===== src/rtl/mem_port_arbiter_if.sv =====
// Bus bundle between the core's fetch/data ports, the arbiter and the unified memory.
// slave  : arbiter view (takes requests, drives memory strobes)
// master : environment view (core requesters plus memory device)
interface mem_port_arbiter_if #(
    parameter int unsigned WIDTH = 32
);
    // Instruction fetch port
    logic             i_req;
    logic [WIDTH-1:0] i_addr;
    logic [WIDTH-1:0] i_rdata;
    logic             i_ack;
    logic             i_err;
    // Load/store data port
    logic             d_req;
    logic             d_we;
    logic [WIDTH-1:0] d_addr;
    logic [WIDTH-1:0] d_wdata;
    logic [WIDTH-1:0] d_rdata;
    logic             d_ack;
    logic             d_err;
    // Memory side
    logic             mem_req;
    logic             mem_we;
    logic [WIDTH-1:0] mem_addr;
    logic [WIDTH-1:0] mem_wdata;
    logic [WIDTH-1:0] mem_rdata;
    logic             mem_ready;
    // Owner of the current or most recent access
    logic             grant;

    modport slave (
        input  i_req, i_addr,
        output i_rdata, i_ack, i_err,
        input  d_req, d_we, d_addr, d_wdata,
        output d_rdata, d_ack, d_err,
        output mem_req, mem_we, mem_addr, mem_wdata,
        input  mem_rdata, mem_ready,
        output grant
    );

    modport master (
        output i_req, i_addr,
        input  i_rdata, i_ack, i_err,
        output d_req, d_we, d_addr, d_wdata,
        input  d_rdata, d_ack, d_err,
        input  mem_req, mem_we, mem_addr, mem_wdata,
        output mem_rdata, mem_ready,
        input  grant
    );
endinterface


===== src/rtl/mem_port_arbiter.sv =====
// Two-requester arbiter sharing one single-port memory between instruction fetch and
// load/store. Accesses are serialized through IDLE -> ACC -> RESP with a per-access
// timeout; each requester gets a one-cycle ack with its read data and error flag.
// Optional feature: define ARB_ROUND_ROBIN_EN for round-robin tie breaking; otherwise
// the data port always wins a tie.
module mem_port_arbiter #(
    parameter int unsigned WIDTH   = 32,
    parameter int unsigned TIMEOUT = 16
) (
    input logic              clk,
    input logic              rst,
    mem_port_arbiter_if.slave bus
);

    localparam int unsigned     CntW   = (TIMEOUT > 1) ? $clog2(TIMEOUT) : 1;
    localparam logic [CntW-1:0] CntMax = CntW'(TIMEOUT - 1);

    typedef enum logic [1:0] {
        StIdle,
        StAcc,
        StResp
    } state_e;

    state_e            state_q, state_d;
    logic              grant_q, grant_d;
    logic              last_grant_q, last_grant_d;
    logic [CntW-1:0]   wait_cnt_q, wait_cnt_d;
    logic              mem_we_q, mem_we_d;
    logic [WIDTH-1:0]  mem_addr_q, mem_addr_d;
    logic [WIDTH-1:0]  mem_wdata_q, mem_wdata_d;
    logic [WIDTH-1:0]  i_rdata_q, i_rdata_d;
    logic [WIDTH-1:0]  d_rdata_q, d_rdata_d;
    logic              i_err_q, i_err_d;
    logic              d_err_q, d_err_d;
    logic              win_data;

    // Pick the winner among the current requests (1 = data port)
    always_comb begin
        win_data = bus.d_req;
        if (bus.i_req && bus.d_req) begin
`ifdef ARB_ROUND_ROBIN_EN
            win_data = ~last_grant_q;
`else
            win_data = 1'b1;
`endif
        end
    end

    // Next-state logic for the access FSM and its datapath registers
    always_comb begin
        state_d      = state_q;
        grant_d      = grant_q;
        last_grant_d = last_grant_q;
        wait_cnt_d   = wait_cnt_q;
        mem_we_d     = mem_we_q;
        mem_addr_d   = mem_addr_q;
        mem_wdata_d  = mem_wdata_q;
        i_rdata_d    = i_rdata_q;
        d_rdata_d    = d_rdata_q;
        i_err_d      = i_err_q;
        d_err_d      = d_err_q;

        unique case (state_q)
            StIdle: begin
                if (bus.i_req || bus.d_req) begin
                    grant_d      = win_data;
                    last_grant_d = win_data;
                    wait_cnt_d   = '0;
                    state_d      = StAcc;
                    if (win_data) begin
                        mem_addr_d  = bus.d_addr;
                        mem_we_d    = bus.d_we;
                        mem_wdata_d = bus.d_wdata;
                    end else begin
                        // Fetches never write; write data is left as is
                        mem_addr_d = bus.i_addr;
                        mem_we_d   = 1'b0;
                    end
                end
            end
            StAcc: begin
                // A ready in the last allowed cycle still wins over the timeout
                if (bus.mem_ready) begin
                    state_d = StResp;
                    if (grant_q) begin
                        d_rdata_d = bus.mem_rdata;
                        d_err_d   = 1'b0;
                    end else begin
                        i_rdata_d = bus.mem_rdata;
                        i_err_d   = 1'b0;
                    end
                end else if (wait_cnt_q == CntMax) begin
                    state_d = StResp;
                    if (grant_q) begin
                        d_rdata_d = '0;
                        d_err_d   = 1'b1;
                    end else begin
                        i_rdata_d = '0;
                        i_err_d   = 1'b1;
                    end
                end else begin
                    wait_cnt_d = wait_cnt_q + CntW'(1);
                end
            end
            StResp: begin
                state_d = StIdle;
            end
            default: begin
                state_d = StIdle;
            end
        endcase
    end

    // State and datapath registers with synchronous active-low reset
    always_ff @(posedge clk) begin
        if (!rst) begin
            state_q      <= StIdle;
            grant_q      <= 1'b0;
            last_grant_q <= 1'b1;
            wait_cnt_q   <= '0;
            mem_we_q     <= 1'b0;
            mem_addr_q   <= '0;
            mem_wdata_q  <= '0;
            i_rdata_q    <= '0;
            d_rdata_q    <= '0;
            i_err_q      <= 1'b0;
            d_err_q      <= 1'b0;
        end else begin
            state_q      <= state_d;
            grant_q      <= grant_d;
            last_grant_q <= last_grant_d;
            wait_cnt_q   <= wait_cnt_d;
            mem_we_q     <= mem_we_d;
            mem_addr_q   <= mem_addr_d;
            mem_wdata_q  <= mem_wdata_d;
            i_rdata_q    <= i_rdata_d;
            d_rdata_q    <= d_rdata_d;
            i_err_q      <= i_err_d;
            d_err_q      <= d_err_d;
        end
    end

    // Strobes decode straight from the registered state
    always_comb begin
        bus.mem_req   = (state_q == StAcc);
        bus.i_ack     = (state_q == StResp) && !grant_q;
        bus.d_ack     = (state_q == StResp) && grant_q;
        bus.mem_we    = mem_we_q;
        bus.mem_addr  = mem_addr_q;
        bus.mem_wdata = mem_wdata_q;
        bus.i_rdata   = i_rdata_q;
        bus.d_rdata   = d_rdata_q;
        bus.i_err     = i_err_q;
        bus.d_err     = d_err_q;
        bus.grant     = grant_q;
    end

endmodule


===== src/flat_wrapper.sv =====
// flat-port wrapper written by rule: the top's interface ports become plain ports
module mem_port_arbiter_flat 
#(
    parameter int unsigned WIDTH   = 32,
    parameter int unsigned TIMEOUT = 16
)
  (clk, rst, bus_i_req, bus_i_addr, bus_i_rdata, bus_i_ack, bus_i_err, bus_d_req, bus_d_we, bus_d_addr, bus_d_wdata, bus_d_rdata, bus_d_ack, bus_d_err, bus_mem_req, bus_mem_we, bus_mem_addr, bus_mem_wdata, bus_mem_rdata, bus_mem_ready, bus_grant);
  mem_port_arbiter_if #(.WIDTH(WIDTH)) bus_i ();
  input logic clk;
  input logic rst;
  input wire logic [$bits(bus_i.i_req)-1:0] bus_i_req;
  input wire logic [$bits(bus_i.i_addr)-1:0] bus_i_addr;
  output wire logic [$bits(bus_i.i_rdata)-1:0] bus_i_rdata;
  output wire logic [$bits(bus_i.i_ack)-1:0] bus_i_ack;
  output wire logic [$bits(bus_i.i_err)-1:0] bus_i_err;
  input wire logic [$bits(bus_i.d_req)-1:0] bus_d_req;
  input wire logic [$bits(bus_i.d_we)-1:0] bus_d_we;
  input wire logic [$bits(bus_i.d_addr)-1:0] bus_d_addr;
  input wire logic [$bits(bus_i.d_wdata)-1:0] bus_d_wdata;
  output wire logic [$bits(bus_i.d_rdata)-1:0] bus_d_rdata;
  output wire logic [$bits(bus_i.d_ack)-1:0] bus_d_ack;
  output wire logic [$bits(bus_i.d_err)-1:0] bus_d_err;
  output wire logic [$bits(bus_i.mem_req)-1:0] bus_mem_req;
  output wire logic [$bits(bus_i.mem_we)-1:0] bus_mem_we;
  output wire logic [$bits(bus_i.mem_addr)-1:0] bus_mem_addr;
  output wire logic [$bits(bus_i.mem_wdata)-1:0] bus_mem_wdata;
  input wire logic [$bits(bus_i.mem_rdata)-1:0] bus_mem_rdata;
  input wire logic [$bits(bus_i.mem_ready)-1:0] bus_mem_ready;
  output wire logic [$bits(bus_i.grant)-1:0] bus_grant;
  assign bus_i.i_req = bus_i_req;
  assign bus_i.i_addr = bus_i_addr;
  assign bus_i_rdata = bus_i.i_rdata;
  assign bus_i_ack = bus_i.i_ack;
  assign bus_i_err = bus_i.i_err;
  assign bus_i.d_req = bus_d_req;
  assign bus_i.d_we = bus_d_we;
  assign bus_i.d_addr = bus_d_addr;
  assign bus_i.d_wdata = bus_d_wdata;
  assign bus_d_rdata = bus_i.d_rdata;
  assign bus_d_ack = bus_i.d_ack;
  assign bus_d_err = bus_i.d_err;
  assign bus_mem_req = bus_i.mem_req;
  assign bus_mem_we = bus_i.mem_we;
  assign bus_mem_addr = bus_i.mem_addr;
  assign bus_mem_wdata = bus_i.mem_wdata;
  assign bus_i.mem_rdata = bus_mem_rdata;
  assign bus_i.mem_ready = bus_mem_ready;
  assign bus_grant = bus_i.grant;
  mem_port_arbiter #(.WIDTH(WIDTH), .TIMEOUT(TIMEOUT)) u_core (.clk(clk), .rst(rst), .bus(bus_i));
endmodule

===== config.mk =====
export PLATFORM = sky130hd
export DESIGN_NAME = mem_port_arbiter_flat
export DESIGN_NICKNAME = d
export VERILOG_FILES = /design/src/rtl/mem_port_arbiter_if.sv /design/src/rtl/mem_port_arbiter.sv /design/src/flat_wrapper.sv
export SDC_FILE = /design/constraint.sdc
export NUM_CORES = 1
export LEC_CHECK = 0
export CAP_MARGIN = 20
export CORE_ASPECT_RATIO = 1.25
export CORE_MARGIN = 2
export CORE_UTILIZATION = 40
export DETAILED_ROUTE_END_ITERATION = 10
export PLACE_DENSITY = 0.81
export SYNTH_ARGS = -nofsm -noshare
export SYNTH_HDL_FRONTEND = slang
export SYNTH_SLANG_ARGS = --single-unit

===== constraint.sdc =====
create_clock -name clk -period 4.95 [get_ports clk]
set_clock_uncertainty 0.15 [all_clocks]
set_input_delay 1.2375 -clock clk [delete_from_list [all_inputs] [get_ports clk]]
set_output_delay 1.2375 -clock clk [all_outputs]
set_load 0.05 [all_outputs]

==> reports/results.tsv, run 1 <==
metric	value	unit
Mean Syn Cell Area	9.45	µm²
Clock Pin Slew Worst Setup and Hold Paths	60	ps
Setup CP Type	flop to primary output	
Hold Buf Count CTS	0	
Lkg Pwr	3.60	nW
synthesized cell area	0.00559	mm²
Max VDD drop	0.190	mV
CP startpoint	u_core.state_q[0]$_SDFFE_PN0P_	
initial antenna violation count	1	
pre-CTS setup slack	1230	ps
Post-Syn Nets	726	
total grt overflow	0	
Worst R2R Start	u_core.wait_cnt_q[0]$_SDFFE_PN0P_	
Power Dens Cells	369	mW/mm²
number of synthesized flops with an enable pin	0	
Final Max Slew Viols	0	
Req. time, crit path	3560	ps
status	complete, no violations	
nets	969	
Sw Share	0.263	
Initial Util	0.406	
CTS tree	built	
vias in the first global route	4751	
WP data arrival	1980	ps
Max Cap Viol	0	
total I/O pin count	269	
Tcrit/Tclk final	0.679	
root buffer cell	clkbuf_16	
Hold WC Path Type	flop to flop	
First DRT Iteration DRCs	187	
Area growth syn-to-layout	60.2	%
Post-CTS Resized	0	
Cells after Synth	591	
net switching power	0.000870	W
Yosys top cell area share	0.495	
end of the critical path	bus_mem_req	
first-pass GRT wire length	23.5	mm
fillers	1147	
final wirelength	15.5	mm
Yosys Warn Count	0	
dominant cell type by area after synthesis	dfxtp_1	
reg2reg path depth	5	
first-pass detailed-route iteration total	5	
CTS max path bufs	2	
fmax	0.297	GHz
Primary FF master, synth	dfxtp_1	
largest net degree at the start of global routing	109	
Period minus WS final	3360	ps
top cells by count, synth	dfxtp_1 (138), nand2_1 (131), mux2i_1 (66), nand3_1 (66)	
Placeable Area	0.0138	mm²
port bufs	268	
Post CTS Setup Buffer Count	0	
# rows	48	
Final setup viols	0	
Logic pwr share	0.192	
routed len/inst	15.2	µm
ant diodes	0	
Vias	5081	
Final Hold Fails	0	
Internal Pwr Total	0.00244	W
sequential share of power	0.364	
post-route ant nets	0	
Slew @ Worst Pin	1070	ps
Fin Setup TNS	0	ps
worst setup margin	1590	ps
Clock Latency Late Sink	390	ps
Final Wtd Congestion	0.752	
number of buffers created by CTS	17	
worst reg2reg endpoint	u_core.bus.d_rdata[27]$_SDFFE_PN0P_	
Die Span X	110	µm
die height	136	µm
most frequent cell after synthesis	dfxtp_1	
die area	0.0149	mm²
Clk pwr share	0.443	
ys async rst share	0	
RSZ-0062 raised after global routing	no	
maximum fanout along the worst path	7	
ranking of synthesized cells by area	dfxtp_1 (49%), mux2i_1 (12%), nand2_1 (8.8%), nand3_1 (5.9%), o211a_1 (5.9%)	
CP startpoint kind	flop	
hold depth	2	
routed vias/inst	4.98	
DRC	0	
endpoint type of the worst setup path	primary output	
CTS sink count	138	
Synth Register Bits	138	
layout cells sized above 1	0.0722	
HPWL after DPL	10.8	mm
post-synthesis sequential area ratio	0.495	
Slew HR	0.285	
r2r setup slk	2670	ps
Total GRT Usage	0.201	
count of cell types in the netlist	39	
# H-tree levels	4	
-- layout make-up --
class,count,area (µm²),area share
clock buffer,19,443,0.0495
clock inverter,11,244,0.0273
inverter,3,11.3,0.00126
multi-input combinational,399,2540,0.284
sequential,138,2760,0.309
tap,175,219,0.0245
timing repair buffer,275,2730,0.305
-- per-stage QoR --
stage               hold WS [ps]  power [W]  cell area (µm²)   util  cells
floorplan                    387    0.00161             5590      -    591
CTS                          306    0.00335             8950  0.651   1020
finish                       305    0.00331             8950  0.651   1020
global route                 327    0.00343             8950  0.651   1020
detailed placement           296    0.00187             8260  0.601    990
global placement             291    0.00186             8260  0.601    990
-- worst max-delay path, cell delays in order, from the launching register on --
cell,delay (ps)
dfxtp_1,470
nand2b_4,100
inv_1,140
clkdlybuf4s50_1,870
-- logic make-up (layout without fill, tap and decap cells) --
| group | count (synthesis) | in the layout | share of synthesized area |
|---|---|---|---|
| AO/OA/AOI/OAI | 113 | 113 | 0.159 |
| multiplexers | 66 | 66 | 0.118 |
| AND/OR/NAND/NOR | 219 | 219 | 0.175 |
| adder cells (fa/ha/maj) | 1 | 1 | 0.00224 |
| flip-flops | 138 | 138 | 0.495 |
| buffers and inverters | 54 | 308 | 0.0504 |
-- layer usage --
metal,vias up,wire [µm],global-route usage
li1,2542,-,-
met1,2338,6260,0.221
met2,166,7700,0.353
met3,33,1030,0.0561
met4,2,498,0.0977
met5,-,13,0
-- worst min-delay path by stage --
stage	slack, ps	endpoint	startpoint
floorplan	390	u_core.wait_cnt_q[2]$_SDFFE_PN0P_	u_core.wait_cnt_q[2]$_SDFFE_PN0P_
global placement	290	u_core.bus.d_rdata[12]$_SDFFE_PN0P_	u_core.bus.d_rdata[12]$_SDFFE_PN0P_
detailed placement	300	u_core.bus.d_rdata[27]$_SDFFE_PN0P_	u_core.bus.d_rdata[27]$_SDFFE_PN0P_
CTS	310	u_core.bus.d_rdata[31]$_SDFFE_PN0P_	u_core.bus.d_rdata[31]$_SDFFE_PN0P_
global route	330	u_core.bus.d_rdata[25]$_SDFFE_PN0P_	u_core.bus.d_rdata[25]$_SDFFE_PN0P_
finish	300	u_core.bus.i_rdata[24]$_SDFFE_PN0P_	u_core.bus.i_rdata[24]$_SDFFE_PN0P_
-- flip-flops by register name, summed over array words and instances, names as in the netlist --
name,flops
u_core.bus.mem_addr,32
u_core.state_q,2
u_core.wait_cnt_q,4
u_core.bus.i_rdata,32
u_core.bus.mem_wdata,32
u_core.bus.d_err,1
u_core.bus.mem_we,1
u_core.bus.grant,1
u_core.bus.i_err,1
u_core.bus.d_rdata,32
-- power groups by stage --
stage	clock [W]	combinational, W	sequential, W
5_1_grt	0.00154	0.000674	0.00121
6_report	0.00147	0.000637	0.00120
3_5_place_dp	0	0.000640	0.00123
4_1_cts	0.00150	0.000642	0.00120
2_1_floorplan	0	0.000186	0.00143
3_3_place_gp	0	0.000635	0.00122
-- layout by cell type, fill, tap and decap left out, types with 2 or more instances in the layout --
| master | n |
|---|---|
| o21ai_1 | 15 |
| and3_1 | 2 |
| a21boi_0 | 33 |
| nor2b_1 | 2 |
| clkdlybuf4s50_1 | 266 |
| o211a_1 | 33 |
| inv_1 | 3 |
| mux2i_1 | 66 |
| o21ai_2 | 15 |
| bufinv_16 | 7 |
| clkinv_4 | 3 |
| clkbuf_16 | 17 |
| a21oi_1 | 2 |
| nand2_1 | 131 |
| buf_4 | 8 |
| nor2_1 | 3 |
| o21ai_0 | 8 |
| dfxtp_1 | 138 |
| and2_1 | 4 |
| nand3_1 | 66 |
Power figures use the tool's default switching activity.
==> run 2, diff against run 1 <==
clock period = 3.4 ns   (was 4.95 ns; I/O delays follow)
==> run 2 against run 1 <==
  * Design area down 0.24%
  * Global-route usage about the same
  * Clock power up 31%
  * Die area unchanged
  * Routed wire length down 1.9%
  * Largest cell class is now buffers
  * Worst hold slack worse by 3.7 ps
  * Clock-buffer cell count up 7
==> reports/results.tsv, run 2 (synthesis results as in run 1) <==
metric	value	unit
status	complete, no violations	
Initial Util	0.406	
CP startpoint kind	flop	
Tcrit/Tclk final	0.878	
Final setup viols	0	
worst setup margin	415	ps
routed len/inst	14.8	µm
multi-input logic area	0.00254	mm²
Area growth syn-to-layout	59.8	%
Slew @ Worst Pin	942	ps
CP bufs+invs	2	
Power Dens Cells	516	mW/mm²
CTS sink count	138	
root buffer cell	clkbuf_16	
Post CTS Setup Buffer Count	0	
layout cells sized above 1	0.0741	
RSZ-0062 raised after global routing	no	
port bufs	268	
pre-CTS setup slack	408	ps
final wirelength	15.2	mm
die height	136	µm
Clock Latency Late Sink	410	ps
nets	972	
total I/O pin count	269	
total grt overflow	0	
Post-CTS Resized	0	
endpoint type of the worst setup path	primary output	
most common cell after layout, fill and taps aside	clkdlybuf4s50_1	
critical path, cell by cell	nand2b_4 > inv_1 > clkdlybuf4s50_1	
First DRT Iteration DRCs	206	
Period minus WS final	2990	ps
dpl cells	993	
first-pass GRT wire length	23.5	mm
ant diodes	0	
# H-tree levels	4	
post-route ant nets	0	
Max VDD drop	0.317	mV
number of buffers created by CTS	17	
Slew HR	0.370	
largest delay contributor family on the critical path	buffers and inverters	
Placed Area	0.00831	mm²
Tot Pwr	0.00460	W
Total GRT Usage	0.202	
routed vias/inst	4.95	
Vias	5076	
Setup CP Type	flop to primary output	
Req. time, crit path	2400	ps
Hold WC Path Type	flop to flop	
Final Hold Fails	0	
CTS tree	built	
# rows	48	
Hold Buf Count CTS	0	
commonest non-fill, non-tap cells in the layout	clkdlybuf4s50_1 (266), dfxtp_1 (138), nand2_1 (131), nand3_1 (66), mux2i_1 (66)	
Lkg Pwr	3.60	nW
Max Cap Viol	0	
DRC	0	
Fin Setup TNS	0	ps
non-filler cells, final	1025	
fillers	1144	
fmax	0.335	GHz
die area	0.0149	mm²
largest net degree at the start of global routing	67	
Final Max Slew Viols	0	
slowest CP cell	clkdlybuf4s50_1	
Clock Pin Slew Worst Setup and Hold Paths	60	ps
cell area after layout	0.00893	mm²
Die Span X	110	µm
WP data arrival	1990	ps
first-pass detailed-route iteration total	4	
initial antenna violation count	1	
Final Wtd Congestion	0.794	
maximum fanout along the worst path	7	
CTS max path bufs	2	
vias in the first global route	4792	
Crit path largest cell delay	870	ps
register area	0.00276	mm²
Placeable Area	0.0138	mm²
HPWL after DPL	10.7	mm
-- run 2: stage by stage --
stage          hold WS [ps]  utilization
6_report                301        0.649
5_1_grt                 326        0.649
4_1_cts                 302        0.649
3_5_place_dp            293        0.604
3_3_place_gp            292        0.604
2_1_floorplan           387            -
-- run 2: per-layer routing --
layer	global-route usage	wire length, µm
met5	0	11
met4	0.0963	437
met3	0.0681	1140
met2	0.340	7510
met1	0.226	6100
-- run 2: area by class of cell --
| class | instances | area share |
|---|---|---|
| inverter | 3 | 0.00126 |
| timing repair buffer | 278 | 0.311 |
| clock buffer | 26 | 0.0570 |
| tap | 175 | 0.0245 |
| clock inverter | 6 | 0.0122 |
| multi-input combinational | 399 | 0.285 |
| sequential | 138 | 0.309 |
-- run 2: worst reg2reg max path: stages (launching register included) --
cell	delay [ps]
dfxtp_1	370
or2_2	380
nor2_4	750
buf_4	370
nand2_1	80
o211a_1	130
-- run 2: worst paths after layout --
path                                                startpoint                                   to  slack (ps)  depth (start not counted)
worst max-delay path            u_core.state_q[0]$_SDFFE_PN0P_                          bus_mem_req         410                          3
worst max register to register  u_core.state_q[1]$_SDFFE_PN0P_  u_core.bus.mem_addr[5]$_SDFFE_PN0P_        1060                          5
worst min register to register   u_core.bus.i_err$_SDFFE_PN0P_        u_core.bus.i_err$_SDFFE_PN0P_         300                          2
worst min-delay path             u_core.bus.i_err$_SDFFE_PN0P_        u_core.bus.i_err$_SDFFE_PN0P_         300                          2
-- run 2: report_power, final --
part	switching [W]	leakage (nW)	total (W)	internal, W
Clock	0.000667	0.305	0.00192	0.00125
Combinational	0.000550	2.17	0.000932	0.000381
Sequential	0.0000468	1.13	0.00175	0.00171
==> run 3, diff against run 2 <==
REMOVE_ABC_BUFFERS = 1   (was default)
==> run 3 against run 2 <==
  * Die area stayed put
  * Sequential cell count stayed put
  * Global-route usage up 0.87 points
  * Non-clock buffer count grew 3
  * Worst hold slack gained 3.7 ps
  * Clock-buffer cell count shrank 8
  * Critical path type unchanged
  * Largest power group unchanged
==> reports/results.tsv, run 3 (synthesis results as in run 1) <==
metric	value	unit
status	complete, no violations	
# rows	48	
largest net degree at the start of global routing	69	
Setup CP Type	flop to primary output	
Hold Buf Count CTS	0	
multi-input logic area	0.00254	mm²
Internal Pwr Total	0.00334	W
Slew HR	0.491	
Vias	5067	
WP data arrival	1980	ps
Final Wtd Congestion	0.804	
net switching power	0.00132	W
Tcrit/Tclk final	0.875	
slowest CP cell	clkdlybuf4s50_1	
post-route ant nets	0	
routed len/inst	15.4	µm
register area	0.00276	mm²
Logic pwr share	0.202	
Clock Latency Late Sink	400	ps
Hold WC Path Type	flop to flop	
CTS max path bufs	2	
fillers	1130	
DRC	0	
Area growth syn-to-layout	60.7	%
Clock Pin Slew Worst Setup and Hold Paths	60	ps
Final setup viols	0	
Final Hold Fails	0	
maximum fanout along the worst path	7	
Req. time, crit path	2400	ps
Die Span X	110	µm
commonest non-fill, non-tap cells in the layout	clkdlybuf4s50_1 (266), dfxtp_1 (138), nand2_1 (131), nand3_1 (66), mux2i_1 (66)	
Period minus WS final	2980	ps
total grt overflow	0	
number of buffers created by CTS	17	
Sw Share	0.283	
worst reg2reg endpoint	u_core.bus.d_rdata[7]$_SDFFE_PN0P_	
endpoint type of the worst setup path	primary output	
Max Cap Viol	0	
Lkg Pwr	3.62	nW
port bufs	268	
Slew @ Worst Pin	764	ps
CP startpoint kind	flop	
die area	0.0149	mm²
Worst R2R Start	u_core.wait_cnt_q[0]$_SDFFE_PN0P_	
fmax	0.336	GHz
routed vias/inst	4.93	
CTS sink count	138	
Final Max Slew Viols	0	
First DRT Iteration DRCs	188	
Placeable Area	0.0138	mm²
sequential share of power	0.376	
total I/O pin count	269	
final hold slack	305	ps
cell area after layout	0.00898	mm²
final wirelength	15.8	mm
Max VDD drop	0.299	mV
vias in the first global route	4784	
first-pass GRT wire length	24.3	mm
reg2reg path depth	6	
Power Dens Cells	520	mW/mm²
die height	136	µm
r2r setup slk	1330	ps
CP startpoint	u_core.state_q[0]$_SDFFE_PN0P_	
HPWL after DPL	11.2	mm
Crit path largest cell delay	870	ps
end of the critical path	bus_mem_req	
root buffer cell	clkbuf_16	
Fin Setup TNS	0	ps
most common cell after layout, fill and taps aside	clkdlybuf4s50_1	
ant diodes	0	
Placed Area	0.00833	mm²
Post CTS Setup Buffer Count	0	
critical path, cell by cell	nand2b_4 > inv_1 > clkdlybuf4s50_1	
initial antenna violation count	0	
Clk pwr share	0.422	
first-pass detailed-route iteration total	4	
Initial Util	0.406	
layout cells sized above 1	0.0810	
RSZ-0062 raised after global routing	no	
# H-tree levels	4	
nets	975	
Total GRT Usage	0.210	
CTS tree	built	
Post-CTS Resized	0	
==> run 3: cell types whose count changed in the layout (fill, tap and decap cells not counted), sizes merged <==
cell      previous run  this run
clkbuf              26        18
buf                 12        15
clkinvlp             0         3
inv                  3         5
bufinv               3         4
clkinv               3         4
==> run 3: routing by layer <==
layer  up-vias  wire length, µm  track usage
li1       2552                -            -
met1      2330             6350        0.245
met2       156             8100        0.361
met3        29              897       0.0551
met4         0              490       0.0907
met5         -                0            0
==> run 3: power groups by stage <==
| stage | clock network (W) | registers [W] | logic, W |
|---|---|---|---|
| after global placement | 0 | 0.00179 | 0.000936 |
| after CTS | 0.00201 | 0.00175 | 0.000946 |
| final | 0.00197 | 0.00175 | 0.000944 |
| after global routing | 0.00208 | 0.00176 | 0.00100 |
| after detailed placement | 0 | 0.00179 | 0.000942 |
| after floorplan | 0 | 0.00208 | 0.000210 |
==> run 3: stage by stage <==
stage                     power [W]  setup WS, ps   util  std cells
after floorplan             0.00229           653      -        540
after global placement      0.00272           357  0.605        995
after detailed placement    0.00273           271  0.605        995
after CTS                   0.00471           420  0.651       1026
after global routing        0.00485           349  0.653       1027
final                       0.00467           424  0.653       1027
==> run 3: final cells by class <==
type,instances,area share
well taps,175,0.0244
clock inverters,13,0.0213
inverters,3,0.00125
flip-flops and latches,138,0.308
clock buffers,18,0.0489
multi-input cells,399,0.283
repair buffers,281,0.313
==> run 3: worst min-delay path by stage <==
| stage | slack, ps | to | depth (start not counted) | from |
|---|---|---|---|---|
| floorplan | 390 | u_core.wait_cnt_q[2]$_SDFFE_PN0P_ | 2 | u_core.wait_cnt_q[2]$_SDFFE_PN0P_ |
| global placement | 290 | u_core.bus.d_rdata[26]$_SDFFE_PN0P_ | 2 | u_core.bus.d_rdata[26]$_SDFFE_PN0P_ |
| detailed placement | 300 | u_core.bus.d_rdata[1]$_SDFFE_PN0P_ | 2 | u_core.bus.d_rdata[1]$_SDFFE_PN0P_ |
| CTS | 310 | u_core.bus.i_err$_SDFFE_PN0P_ | 2 | u_core.bus.i_err$_SDFFE_PN0P_ |
| global route | 330 | u_core.bus.mem_wdata[7]$_SDFFE_PN0P_ | 2 | u_core.bus.mem_wdata[7]$_SDFFE_PN0P_ |
| finish | 300 | u_core.bus.i_rdata[23]$_SDFFE_PN0P_ | 2 | u_core.bus.i_rdata[23]$_SDFFE_PN0P_ |
==> run 3: worst max-delay path, delay by kind of cell, from the launching register on <==
kind / cells / cell delay (ps)
AND/OR/NAND/NOR: 1 / 100
buffers and inverters: 2 / 1010
flip-flops: 1 / 460
